[src/rtl/logic_cfg_loader.sv]
// Serial configuration loader for the PP3 LOGIC cell: shifts a parity-protected
// word into a shadow register and commits it atomically to the active config.
module logic_cfg_loader #(
  parameter int CFG_BITS = 21,
  parameter int CNT_W    = 5
) (
  input  logic                QCK,
  input  logic                QRT_N,
  input  logic                START,
  input  logic                SEN,
  input  logic                SDI,
  output logic [CFG_BITS-1:0] CFG,
  output logic                CELL_EN,
  output logic                SDO,
  output logic                BUSY,
  output logic                DONE,
  output logic                ERR
);

  typedef enum logic [1:0] {IDLE, SHIFT, PARITY, COMMIT} state_t;

  localparam logic [CNT_W-1:0] LAST_BIT = CNT_W'(CFG_BITS - 1);

  state_t              state;
  logic [CFG_BITS-1:0] shadow;
  logic [CNT_W-1:0]    cnt;

  // Right shift with SDI entering at the MSB; written without a part-select so
  // that CFG_BITS=1 still elaborates.
  function automatic logic [CFG_BITS-1:0] shift_in(input logic [CFG_BITS-1:0] w,
                                                   input logic               s);
    logic [CFG_BITS-1:0] t;
    t = w >> 1;
    t[CFG_BITS-1] = s;
    return t;
  endfunction

  // High when the word plus its parity bit carries an odd number of ones.
  function automatic logic parity_bad(input logic [CFG_BITS-1:0] w,
                                      input logic               p);
    return ^{w, p};
  endfunction

  always_ff @(posedge QCK or negedge QRT_N) begin
    if (!QRT_N) begin
      state   <= IDLE;
      shadow  <= '0;
      cnt     <= '0;
      CFG     <= '0;
      CELL_EN <= 1'b0;
      BUSY    <= 1'b0;
      DONE    <= 1'b0;
      ERR     <= 1'b0;
    end else begin
      DONE <= 1'b0;
      case (state)
        IDLE: begin
          if (START) begin
            state  <= SHIFT;
            shadow <= '0;
            cnt    <= '0;
            ERR    <= 1'b0;
            BUSY   <= 1'b1;
          end
        end

        SHIFT: begin
          if (START) begin
            // Abort-and-restart: ERR is visible for one cycle only.
            shadow <= '0;
            cnt    <= '0;
            ERR    <= 1'b1;
          end else begin
            ERR <= 1'b0;
            if (SEN) begin
              shadow <= shift_in(shadow, SDI);
              cnt    <= cnt + CNT_W'(1);
              if (cnt == LAST_BIT) begin
                state <= PARITY;
              end
            end
          end
        end

        PARITY: begin
          if (START) begin
            state  <= SHIFT;
            shadow <= '0;
            cnt    <= '0;
            ERR    <= 1'b1;
          end else begin
            ERR <= 1'b0;
            if (SEN) begin
              if (parity_bad(shadow, SDI)) begin
                state <= IDLE;
                ERR   <= 1'b1;
                BUSY  <= 1'b0;
              end else begin
                state <= COMMIT;
              end
            end
          end
        end

        COMMIT: begin
          CFG     <= shadow;
          CELL_EN <= 1'b1;
          DONE    <= 1'b1;
          // A START here opens the next frame on the same edge.
          if (START) begin
            state  <= SHIFT;
            shadow <= '0;
            cnt    <= '0;
            ERR    <= 1'b0;
            BUSY   <= 1'b1;
          end else begin
            state <= IDLE;
            BUSY  <= 1'b0;
          end
        end

        default: begin
          state <= IDLE;
          BUSY  <= 1'b0;
        end
      endcase
    end
  end

  assign SDO = shadow[0];

endmodule

[config.mk]
export PLATFORM = sky130hd
export DESIGN_NAME = logic_cfg_loader
export DESIGN_NICKNAME = d
export VERILOG_FILES = /design/src/rtl/logic_cfg_loader.sv
export SDC_FILE = /design/constraint.sdc
export NUM_CORES = 1
export LEC_CHECK = 0
export CORE_MARGIN = 1.5
export CORE_UTILIZATION = 54
export DETAILED_ROUTE_END_ITERATION = 8
export PLACE_DENSITY = 0.87
export SLEW_MARGIN = 20
export SYNTH_ARGS = -nofsm -noshare
export SYNTH_HDL_FRONTEND = slang
export SYNTH_SLANG_ARGS = --single-unit
export TNS_END_PERCENT = 50
[constraint.sdc]
create_clock -name QCK -period 2.5 [get_ports QCK]
set_input_delay 0.75 -clock QCK [delete_from_list [all_inputs] [get_ports QCK]]
set_output_delay 0.75 -clock QCK [all_outputs]
set_load 0.005 [all_outputs]
==> flow_metrics.py <==
metrics = {
    "synthesis": {
        "syn_area_sq_um": 2440,
        "synth_fp_nets": 236,
        "synthCells": 223,
        "ys_seq_elements": 53,
        "syn_avg_cell_area_sq_um": 10.9,
        "synthAdderAreaFrac_pct": 4.11,
        "yosysSeqAreaShare_pct": 54.4,
        "synth_top_family_by_area": "simple AND/OR/NAND/NOR gates",
        "yosysWarnings": 0,
        "synthXorXnorAreaFrac_pct": 9.50,
        "yosysUniqueCellTypes": 27,
        "muxShareOfSynthArea_pct": 11.0,
        "synthSimpleGateAreaFrac_pct": 11.0,
        "synth-compound-area-share_pct": 7.55,
    },
    "run_status": {
        "status": "complete, no violations",
    },
    "worst_hold_path": {
        "hold_path_class": "input pin to async pin",
    },
    "finish": {
        "final_util_pct": 67.6,
        "final_layout_size_suffix_gt1_share_pct": 16.2,
        "nets": 271,
        "syn2layout_area_growth_pct": 20.7,
        "fillers": 334,
        "diodes": 0,
        "final_cell_count_no_fill": 311,
        "multi_input_area_sq_um": 1050,
        "regArea_sq_um": 1330,
    },
    "critical_path": {
        "cp-start-kind": "input pin",
        "critPathMaxFanout": 4,
        "worstRegToRegCells": 3,
        "rr_startpoint": "state[0]",
        "worstPathArrival_ns": 2.36,
        "required_ns": 2.72,
        "r2r_slack_ns": 0.58,
        "r2r_end": "CFG[10]",
        "crit_type": "input pin to flip-flop",
        "end_kind": "flip-flop",
    },
    "floorplanning": {
        "dieArea_sq_um": 4930,
        "core_sq_um": 4350,
        "die_y_um": 70.2,
        "io_pins": 31,
        "rows": 24,
        "start_util_pct": 56.0,
        "dieWidth_um": 70.2,
    },
    "power_and_ir_drop": {
        "p_per_area_nw_per_um2": 771,
        "p_switching_w": 0.000770,
        "internal_power_w": 0.00150,
        "clkPwrFrac_pct": 21.9,
        "ir_drop_uv": 548,
        "pwr-share-seq_pct": 43.5,
        "combPwrFrac_pct": 34.7,
        "swShare_pct": 34.0,
        "leakagePower_nw": 1.32,
    },
    "timing": {
        "rsz0062_at_grt": "false",
        "setup_viol": 0,
        "fmax_mhz": 467,
        "maxSlewHeadroom_pct": 48.5,
        "period_needed_ns": 2.14,
        "final_hold_viol_count": 0,
        "tightest_slew_ns": 0.773,
        "slew_violations": 0,
        "holdWs_ns": 0.420,
        "fin_crit_sh_pct": 85.7,
        "setup_tns_ns": 0,
        "fin_skew_ns": 0.0127,
    },
    "clocking": {
        "cts_tree": "done",
        "cts_buffers": 5,
        "cts_resized": 0,
        "cts.sinks": 53,
        "hold_buffers": 0,
        "cts_root_buffer": "clkbuf_8",
        "postCtsSetupBuffers": 0,
        "htreeDepth": 2,
        "cts_buffer_depth": 2,
        "clk_latency_ns": 0.31,
        "cts.clk_slew.worst_paths_ns": 0.10,
    },
    "place": {
        "dp_cells": 303,
        "io_buffers": 30,
        "detailed_place_hpwl_um": 3150,
        "gp_congestion": 0.877,
    },
    "grt": {
        "grt-ovfl-total": 0,
        "grt_pass1_wl_um": 7670,
        "track_usage_pct": 19.7,
        "antenna_found_initial": 0,
        "grt_pass1_vias": 1639,
        "grt_start_max_net_pins": 54,
    },
    "detailed_routing": {
        "first_pass_iters": 4,
        "wl_per_cell_um": 14.1,
        "drt_iter0_drc": 94,
        "wl_um": 4380,
        "route.detailed.drc": 0,
        "route.vias.total": 1677,
        "ant_nets": 0,
        "via_per_inst": 5.39,
    },
    "run": {
        "drv_cap": 0,
    },
}
==> per-layer routing <==
metal | part of all wire (%) | GRT usage, %
met1 | 44 | 25.2
met2 | 50 | 32.8
met3 | 4.0 | 4.33
met4 | 2.0 | 7.48
met5 | 0 | 0
==> synthesized netlist by cell type <==
library cell  count  area share, %
nand2_1          49            7.5
buf_1             1           0.15
o21ai_0           2           0.41
nor2_1            7            1.1
o22ai_1           2           0.51
nor3b_1           1           0.31
xnor3_1           1           0.92
xnor2_2           1           0.67
xor2_1            5            1.8
xnor2_1          17            6.1
a21boi_1          1           0.31
dfrtp_1          53             54
mux2i_1           2           0.82
a211o_1           1           0.36
or2_2             1           0.26
o31ai_2           1           0.51
ha_1              8            4.1
nand2b_1          1           0.26
mux2_2           22             10
nor3_1            2           0.41
nand4b_1          1           0.36
inv_1             6           0.92
a21oi_1          25            5.1
nand4_1           2           0.51
clkbuf_1          9            1.4
a21o_1            1           0.31
nor4_1            1           0.26
==> worst max-delay path by stage <==
stage,from,to,slack [ns],cells after the start
6_report,SDI,state[1],0.36,6
3_5_place_dp,SDI,state[1],0.03,6
5_1_grt,SDI,state[1],0.22,6
3_3_place_gp,SDI,state[1],0.07,6
4_1_cts,SDI,state[1],0.36,6
2_1_floorplan,SDI,state[1],0.59,5
==> sequential cells by signal, summed over array words and instances (netlist names) <==
register,cells
CFG,21
CELL_EN,1
cnt,5
DONE,1
ERR,1
state,2
BUSY,1
shadow,21
==> placed cells by master, fill, tap and decap left out, drive strengths merged, types with 2 or more instances in the layout <==
cell           instances
a21oi                 25
buf                    9
clkbuf                 6
clkdlybuf4s50         29
clkinv                 2
dfrtp                 53
ha                     8
inv                    6
mux2                  22
mux2i                  2
nand2                 49
nand4                  2
nor2                   7
nor3                   2
o21ai                  2
o22ai                  2
xnor2                 18
xor2                   5
==> critical path: stages <==
cell             delay (ns)
clkdlybuf4s50_1        0.44
xnor2_1                0.15
xnor2_1                0.23
xnor2_2                0.15
xnor3_1                0.40
o31ai_2                0.23
==> metrics by stage <==
stage | total power (W) | area, sq um | setup WS, ns
after global routing | 0.00241 | 2940 | 0.220
after detailed placement | 0.00179 | 2850 | 0.0319
after global placement | 0.00176 | 2850 | 0.0740
after CTS | 0.00229 | 2940 | 0.359
final | 0.00227 | 2940 | 0.357
after floorplan | 0.00149 | 2440 | 0.591
==> power by group through the flow <==
stage          sequential, W  combinational (W)  clock (W)
6_report            0.000986           0.000786   0.000496
5_1_grt             0.000995           0.000870   0.000543
3_5_place_dp         0.00100           0.000790          0
2_1_floorplan       0.000989           0.000504          0
4_1_cts             0.000983           0.000791   0.000512
3_3_place_gp        0.000998           0.000759          0
==> area by class of cell <==
type,instances,share of cell area (%)
inverter,6,0.766
tap,52,2.21
clock inverter,2,0.468
clock buffer,6,2.81
timing repair buffer,38,12.9
multi-input combinational,154,35.7
sequential,53,45.1
==> cells by family after synthesis <==
kind of cell,Yosys count
xor gates and xnor gates,24
AOI/OAI and AO/OA,33
DFF,53
and+or+nand+nor,65
adders and majority gates,8
muxes,24
buffers and inverters,16
(Power assumes the default switching activity.)
